--- src/rtl/omsp_sha512_arbiter.sv ---
`default_nettype none
// ============================================================================
// omsp_sha512_arbiter - grants whole hashing sessions on one shared SHA-512
// frontend to two requesters, with a drain gap between sessions.
// Optional owner-idle preemption: define SHA512_ARB_TIMEOUT_EN.
// Revision: 1.0
// ============================================================================
module omsp_sha512_arbiter #(
    parameter int PRIO_FIXED = 0,
    parameter int DRAIN_MIN  = 2,
    parameter int TIMEOUT    = 1024
) (
    input  logic        clk,
    input  logic        rst,
    input  logic        req0,
    input  logic        req1,
    input  logic [1:0]  cmd0,
    input  logic [1:0]  cmd1,
    input  logic [15:0] data0,
    input  logic [15:0] data1,
    input  logic        size0,
    input  logic        size1,
    output logic        gnt0,
    output logic        gnt1,
    output logic        rdy0,
    output logic        rdy1,
    output logic        busy0,
    output logic        busy1,
    output logic [15:0] hash,
    output logic        tout,
    output logic [1:0]  fe_cmd,
    output logic [15:0] fe_data,
    output logic        fe_size,
    input  logic [15:0] fe_hash,
    input  logic        fe_busy,
    input  logic        fe_ready
);

    typedef enum logic [1:0] {
        ST_IDLE  = 2'd0,
        ST_OWN0  = 2'd1,
        ST_OWN1  = 2'd2,
        ST_DRAIN = 2'd3
    } state_t;

    localparam logic [3:0] DRAIN_LAST = 4'(DRAIN_MIN - 1);

    state_t     state_q;
    logic       gnt0_q;
    logic       gnt1_q;
    logic       prio_q;       // port that wins the next tie in round-robin mode
    logic [3:0] drain_cnt_q;

    logic [1:0] blocked;
    logic       tmo_hit;
    logic [1:0] elig;
    logic       win;

`ifdef SHA512_ARB_TIMEOUT_EN
    localparam logic [15:0] TIMEOUT_LAST = 16'(TIMEOUT - 1);

    logic [15:0] idle_cnt_q;
    logic [1:0]  blk_q;
    logic        own_idle;

    always_comb begin
        own_idle = 1'b0;
        if (state_q == ST_OWN0) begin
            own_idle = (cmd0 == 2'b00) && !fe_busy;
        end else if (state_q == ST_OWN1) begin
            own_idle = (cmd1 == 2'b00) && !fe_busy;
        end
    end

    assign tmo_hit = own_idle && (idle_cnt_q == TIMEOUT_LAST);

    // A preempted port stays locked out until its req is sampled low once.
    always_ff @(posedge clk or posedge rst) begin
        if (rst) begin
            idle_cnt_q <= '0;
            blk_q      <= '0;
        end else begin
            if (own_idle && !tmo_hit) begin
                idle_cnt_q <= idle_cnt_q + 16'd1;
            end else begin
                idle_cnt_q <= '0;
            end
            blk_q[0] <= req0 & (blk_q[0] | (tmo_hit & (state_q == ST_OWN0)));
            blk_q[1] <= req1 & (blk_q[1] | (tmo_hit & (state_q == ST_OWN1)));
        end
    end

    assign blocked = blk_q;
    assign tout    = |blk_q;
`else
    logic unused_timeout;
    assign unused_timeout = |16'(TIMEOUT);
    assign blocked        = 2'b00;
    assign tmo_hit        = 1'b0;
    assign tout           = 1'b0;
`endif

    assign elig = {req1 & ~blocked[1], req0 & ~blocked[0]};

    always_comb begin
        if (elig == 2'b11) begin
            win = (PRIO_FIXED != 0) ? 1'b0 : prio_q;
        end else begin
            win = elig[1];
        end
    end

    always_ff @(posedge clk or posedge rst) begin
        if (rst) begin
            state_q     <= ST_IDLE;
            gnt0_q      <= 1'b0;
            gnt1_q      <= 1'b0;
            prio_q      <= 1'b0;
            drain_cnt_q <= '0;
        end else begin
            case (state_q)
                ST_IDLE: begin
                    if (|elig) begin
                        state_q <= win ? ST_OWN1 : ST_OWN0;
                        gnt0_q  <= ~win;
                        gnt1_q  <= win;
                        prio_q  <= ~win;
                    end
                end
                ST_OWN0: begin
                    if (!req0 || tmo_hit) begin
                        state_q     <= ST_DRAIN;
                        gnt0_q      <= 1'b0;
                        drain_cnt_q <= '0;
                    end
                end
                ST_OWN1: begin
                    if (!req1 || tmo_hit) begin
                        state_q     <= ST_DRAIN;
                        gnt1_q      <= 1'b0;
                        drain_cnt_q <= '0;
                    end
                end
                default: begin
                    // Hand over only once the frontend has gone quiet.
                    if ((drain_cnt_q >= DRAIN_LAST) && !fe_busy) begin
                        if (|elig) begin
                            state_q <= win ? ST_OWN1 : ST_OWN0;
                            gnt0_q  <= ~win;
                            gnt1_q  <= win;
                            prio_q  <= ~win;
                        end else begin
                            state_q <= ST_IDLE;
                        end
                    end else if (drain_cnt_q != 4'hF) begin
                        drain_cnt_q <= drain_cnt_q + 4'd1;
                    end
                end
            endcase
        end
    end

    always_comb begin
        fe_cmd  = 2'b00;
        fe_data = 16'h0000;
        fe_size = 1'b0;
        if (state_q == ST_OWN0) begin
            fe_cmd  = cmd0;
            fe_data = data0;
            fe_size = size0;
        end else if (state_q == ST_OWN1) begin
            fe_cmd  = cmd1;
            fe_data = data1;
            fe_size = size1;
        end
    end

    assign gnt0  = gnt0_q;
    assign gnt1  = gnt1_q;
    assign rdy0  = gnt0_q & fe_ready;
    assign rdy1  = gnt1_q & fe_ready;
    assign busy0 = (req0 & ~gnt0_q) | (gnt0_q & fe_busy);
    assign busy1 = (req1 & ~gnt1_q) | (gnt1_q & fe_busy);
    assign hash  = fe_hash;

endmodule
`default_nettype wire

--- config.mk ---
export PLATFORM = sky130hd
export DESIGN_NAME = omsp_sha512_arbiter
export DESIGN_NICKNAME = d
export VERILOG_FILES = /design/src/rtl/omsp_sha512_arbiter.sv
export SDC_FILE = /design/constraint.sdc
export NUM_CORES = 1
export LEC_CHECK = 0
export ABC_AREA = 1
export BUFFER_PORTS_ARGS = -buffer_cell sky130_fd_sc_hd__buf_4
export CORE_ASPECT_RATIO = 1.5
export CORE_MARGIN = 2
export CORE_UTILIZATION = 34
export DETAILED_ROUTE_END_ITERATION = 8
export PLACE_DENSITY = 0.77
export SYNTH_ARGS = -nofsm -noshare
export SYNTH_HDL_FRONTEND = slang
export SYNTH_SLANG_ARGS = --single-unit
--- constraint.sdc ---
create_clock -name clk -period 1.64 [get_ports clk]
set_input_delay 0.328 -clock clk [delete_from_list [all_inputs] [get_ports clk]]
set_output_delay 0.328 -clock clk [all_outputs]
set_load 0.01 [all_outputs]
# Yosys cells after proc, flatten, opt, wreduce, memory -nomap -nowiden
# Cells that the tools add are included.
# word_totals
ff_bits,9
input_bits,60
out_inout_bits,42
# classes
addsub,1
n_lt_le_gt_ge,1
n_eq_ne,8
n_mux,30
n_bitwise,15
reduce_logical,15
# ops
operator,n
16-bit two-way mux,2
2-bit two-way mux,8
4-bit two-way mux,4
4-bit case mux with 3 select lines,1
1-bit two-way mux,11
3-bit nonzero test,3
1-bit NOT,7
1-bit bitwise AND,6
2-bit inequality test (second input constant),3
1-bit case mux with 3 select lines,2
2-bit case mux with 3 select lines,1
3-bit AND reduction,2
5-bit AND reduction,1
4-bit by 1-bit adder with 4-bit output (second input constant),1
2-bit equality test (second input constant),2
4-bit by 1-bit greater-or-equal comparator with 1-bit output (second input constant),1
4-bit inequality test (second input constant),1
4-bit AND reduction,1
4-bit nonzero test,1
2-bit OR reduction,2
3-bit by 1-bit inequality test with 1-bit output (second input constant),1
2-bit by 1-bit equality test with 1-bit output (second input constant),1
2-bit logical NOT,1
1-bit OR,2
5 further kinds,5

# Longest topological paths before layout
# logic_depth
depth_word,6
mapped_depth,11

# Worst setup path after synthesis
# Ideal clock, no wire load.
# synth_timing
path_kind,register to output
startpoint,register state_q[0]
endpoint,output fe_data[10]
arrival_ns,1.287
required_time_ns,1.312
setup_slack_ns,0.025
path_stages_with_launch,7
n_path_buf,2
cell_sequence,dfrtp_1 -> inv_1 -> ha_1 -> buf_2 -> buf_4 -> nand3_1 -> nand2_1
# synth_between
elab_chain_cells,3
# synth_rtl
element,line_no,source
from (decl),48,state_t state_q;
from (signal assigned),124,state_q <= win ? ST_OWN1 : ST_OWN0;
from (signal assigned),148,state_q <= win ? ST_OWN1 : ST_OWN0;
2-bit equality test,171,end else if (state_q == ST_OWN1) begin
16-bit two-way mux,171,
16-bit two-way mux *,167,if (state_q == ST_OWN0) begin
to (decl),32,"output logic [15:0] fe_data,"
# Mark *: on every way between the ends. The rest lies on a longest branch, timed or not.

# Worst setup path in the final report
# layout_timing
startpoint,register state_q[1]
endpoint,output fe_data[15]
# The elaborated chain is that of the path after synthesis.

==> Implementation_results.wiki <==
{| class="wikitable"
! Metric !! Value
|-
| Mean instance size in the synthesized netlist || 6.20 um^2
|-
| Post-layout min period || roughly 1.7 ns
|-
| Share of the cycle needed by the critical path after routing || 102%
|-
| Max clock buf depth || 2
|-
| Library cell occupying the most area in the post-synthesis netlist || nand2_1
|-
| Ratio of cells with drive above 1 in the final layout || a little over two fifths
|-
| Area growth from synthesis to layout || 52.5%
|-
| Reg clk slew, reported paths || roughly 0.04 ns
|-
| Crit Path Category || reg -> out
|-
| Count of state elements after synthesis || 9
|-
| Register-to-register setup slack || ~0.16 ns
|-
| EDFF count, synth || 0
|-
| Run status || complete, but fails checks
|-
| Cell area after synthesis || 1140 um^2
|-
| Setup-failing EPs final || 6
|-
| Number of warnings printed during yosys synthesis || 0
|-
| Last weighted congestion value of the routability-driven placer || just under 0.8
|-
| FF-to-FF Start || state_q[1]
|-
| Number of CTS-inserted buffers || 3
|-
| Fmax || roughly 600 MHz
|-
| Placed Cells || about 270
|-
| Count of antenna-violating nets left after detailed routing || 0
|-
| Pins over their slew limit || 0
|-
| Count of endpoints failing hold in the final timing report || 0
|-
| Required @ worst endpoint || 1.31 ns
|-
| Cells after Synth || approximately 180
|-
| Half-perimeter wire length after placement || ~2700 um
|-
| Hold-fix buffers at CTS || 0
|-
| Die X-Extent || between 50 and 60 um
|-
| Endpoint of the lowest-slack register-to-register path || drain_cnt_q[0]
|-
| Number of top-level pins || roughly 100
|-
| Count of unresolved DRC violations after routing || 0
|-
| Startpoint type of the worst setup path || flop
|-
| Total routing resource utilization after global routing || ~20%
|-
| Via density per instance || roughly 4.8
|-
| Top cells by instance count after synthesis || 64 x nand2_1, 26 x nand3_1, 18 x buf_4
|-
| Leading post-synthesis cells by cell area || nand2_1 21%, dfrtp_1 20%, buf_4 12%
|-
| Unrepaired setup endpoints after global routing || yes
|-
| Number of standard cells in the layout, taps in and fillers out || 283
|-
| Maximum fanout along the worst path || 22
|-
| Cell Rows || 25
|-
| Antenna diode count || 0
|-
| Largest net degree at the start of global routing || 23
|-
| Element type at the critical path end || output port
|-
| Starting density of the core || 35.8%
|-
| Number of antenna violations at the first check in global routing || 0
|-
| DR iter-0 viols || 29
|-
| Sequential cell area fraction in the yosys report || 19.7%
|-
| Total overflow reported by the global router || 0
|-
| Area of the core region || around 3200 um^2
|-
| Arrival time of the worst setup path || 1.35 ns
|-
| Worst ir drop on vdd || roughly 0.95 mV
|-
| Class of the worst hold path || in -> async
|-
| Clock tree from TritonCTS || done
|-
| Die Area || slightly below 4000 um^2
|-
| Share of flip-flops with an asynchronous set or reset || 100%
|-
| Violated checks || setup timing
|-
| First-pass GRT wire length || 5700 um
|-
| Cell leakage power || ~0.98 nW
|-
| Detailed-route wire length per cell || between 10 and 15 um
|-
| Cell Area, Placed || 1570 um^2
|-
| Depth of the worst register-to-register path || 9
|-
| Cell with the most instances after synthesis || nand2_1
|-
| Nets in the synthesized netlist || around 250
|-
| Worst-case setup slack after placement || -0.0449 ns
|-
| Ratio of total power to cell area || around 1800 nW/um^2
|-
| Detailed-router iteration count before antenna repair || 4
|-
| Final WS setup || -0.0336 ns
|-
| Area share of the largest cell type after synthesis || about a fifth
|-
| Summed area of non-filler cells in the final layout || approximately 1700 um^2
|-
| H-Tree Level Count || 1
|-
| Most used flip-flop cell after synthesis || dfrtp_1
|-
| Total via count after detailed routing || roughly 1300
|-
| Max-cap violations || 0
|-
| Total number of nets in the final design || just over 300
|-
| Aggregate routed wire length || around 3600 um
|-
| CTS sink count || 9
|-
| Number of input and output port buffers inserted || 68
|-
| Vias in the first global route || approximately 1300
|-
| Clock latency on the worst-skew pair || around 0.24 ns
|-
| Post-layout power || ~3.1 mW
|-
| Final worst clock skew || roughly 0.0014 ns
|-
| Number of distinct library cells after synthesis || 22
|-
| Root Buffer || clkbuf_8
|-
| Overall die height || between 70 and 80 um
|-
| First element of the critical path || state_q[1]
|}
==> power breakdown <==
group | switching [mW] | internal (mW)
registers | 0.114 | 0.323
logic | 1.32 | 1.11
clock network | 0.0901 | 0.170
total | 1.52 | 1.60
==> how the worst max path moves through the flow <==
stage,cells past startpoint,slack (ns),end
floorplan,6,0.03,fe_data[10]
global placement,9,0.04,drain_cnt_q[0]
detailed placement,6,-0.04,fe_data[15]
CTS,5,-0.006,fe_data[15]
global route,6,-0.1,fe_data[15]
finish,6,-0.03,fe_data[15]
==> critical path, cell delays in order (launching register included) <==
cell	delay (ns)
dfrtp_2	0.40
inv_2	0.06
ha_4	0.18
inv_6	0.15
nand3_1	0.12
nand2_1	0.08
buf_4	0.11
==> timing repair <==
| item | in CTS | in global routing |
|---|---|---|
| setup endpoints to repair | 23 | 19 |
| pin swaps | 0 | 3 |
| hold endpoints to repair | 0 | 0 |
| cloned | 2 | 0 |
| buffers inserted | 4 | 0 |
| gates resized for setup | 19 | 5 |
==> cell usage in the layout, fill, tap and decap left out, types with 4 or more instances in the layout <==
master,netlist,final
nor2_1,7,7
ha_1,7,5
a21oi_1,6,6
nand2_2,5,6
inv_1,15,13
nand3_1,26,24
dfrtp_1,9,7
nand3_2,2,4
buf_6,0,5
nand2_1,64,63
o21ai_1,6,6
buf_4,18,72
==> logic make-up after synthesis <==
| family | after synthesis | share of synthesized area [%] |
|---|---|---|
| XOR/XNOR | 1 | 0.768 |
| buffers and inverters | 41 | 20.0 |
| AND/OR/NAND/NOR | 108 | 42.8 |
| AO/OA/AOI/OAI | 17 | 8.77 |
| flip-flops | 9 | 19.7 |
| adder cells (fa/ha/maj) | 7 | 7.68 |
| other | 1 | 0.329 |
==> registers in the layout, indices dropped and copies added, names as in the netlist <==
| register | count |
|---|---|
| prio_q | 1 |
| gnt1 | 1 |
| drain_cnt_q | 4 |
| gnt0 | 1 |
| state_q | 2 |
==> stage by stage <==
| step | setup TNS (ns) | hold slack (ns) | util [%] |
|---|---|---|---|
| floorplan | 0 | 0.156 | - |
| global placement | 0 | 0.315 | 49.3 |
| detailed placement | -0.502 | 0.322 | 49.3 |
| CTS | -0.0220 | 0.0671 | 53.9 |
| global route | -1.20 | 0.0938 | 54.5 |
| finish | -0.0584 | 0.0601 | 54.5 |
==> layer usage <==
metal	vias up	part of all wire, %	global-route usage (%)
li1	679	-	-
met1	600	34	17.2
met2	61	52	39.2
met3	9	12	6.75
met4	0	1.8	9.65
met5	-	0	0
==> cell type report <==
class | count | area [um^2]
clock buffers | 4 | 45.0
fillers | 344 | 1450
inverters | 18 | 75.1
multi-input cells | 134 | 726
flip-flops and latches | 9 | 228
well taps | 40 | 50.0
repair buffers | 78 | 617
Power figures use the tool's default switching activity.
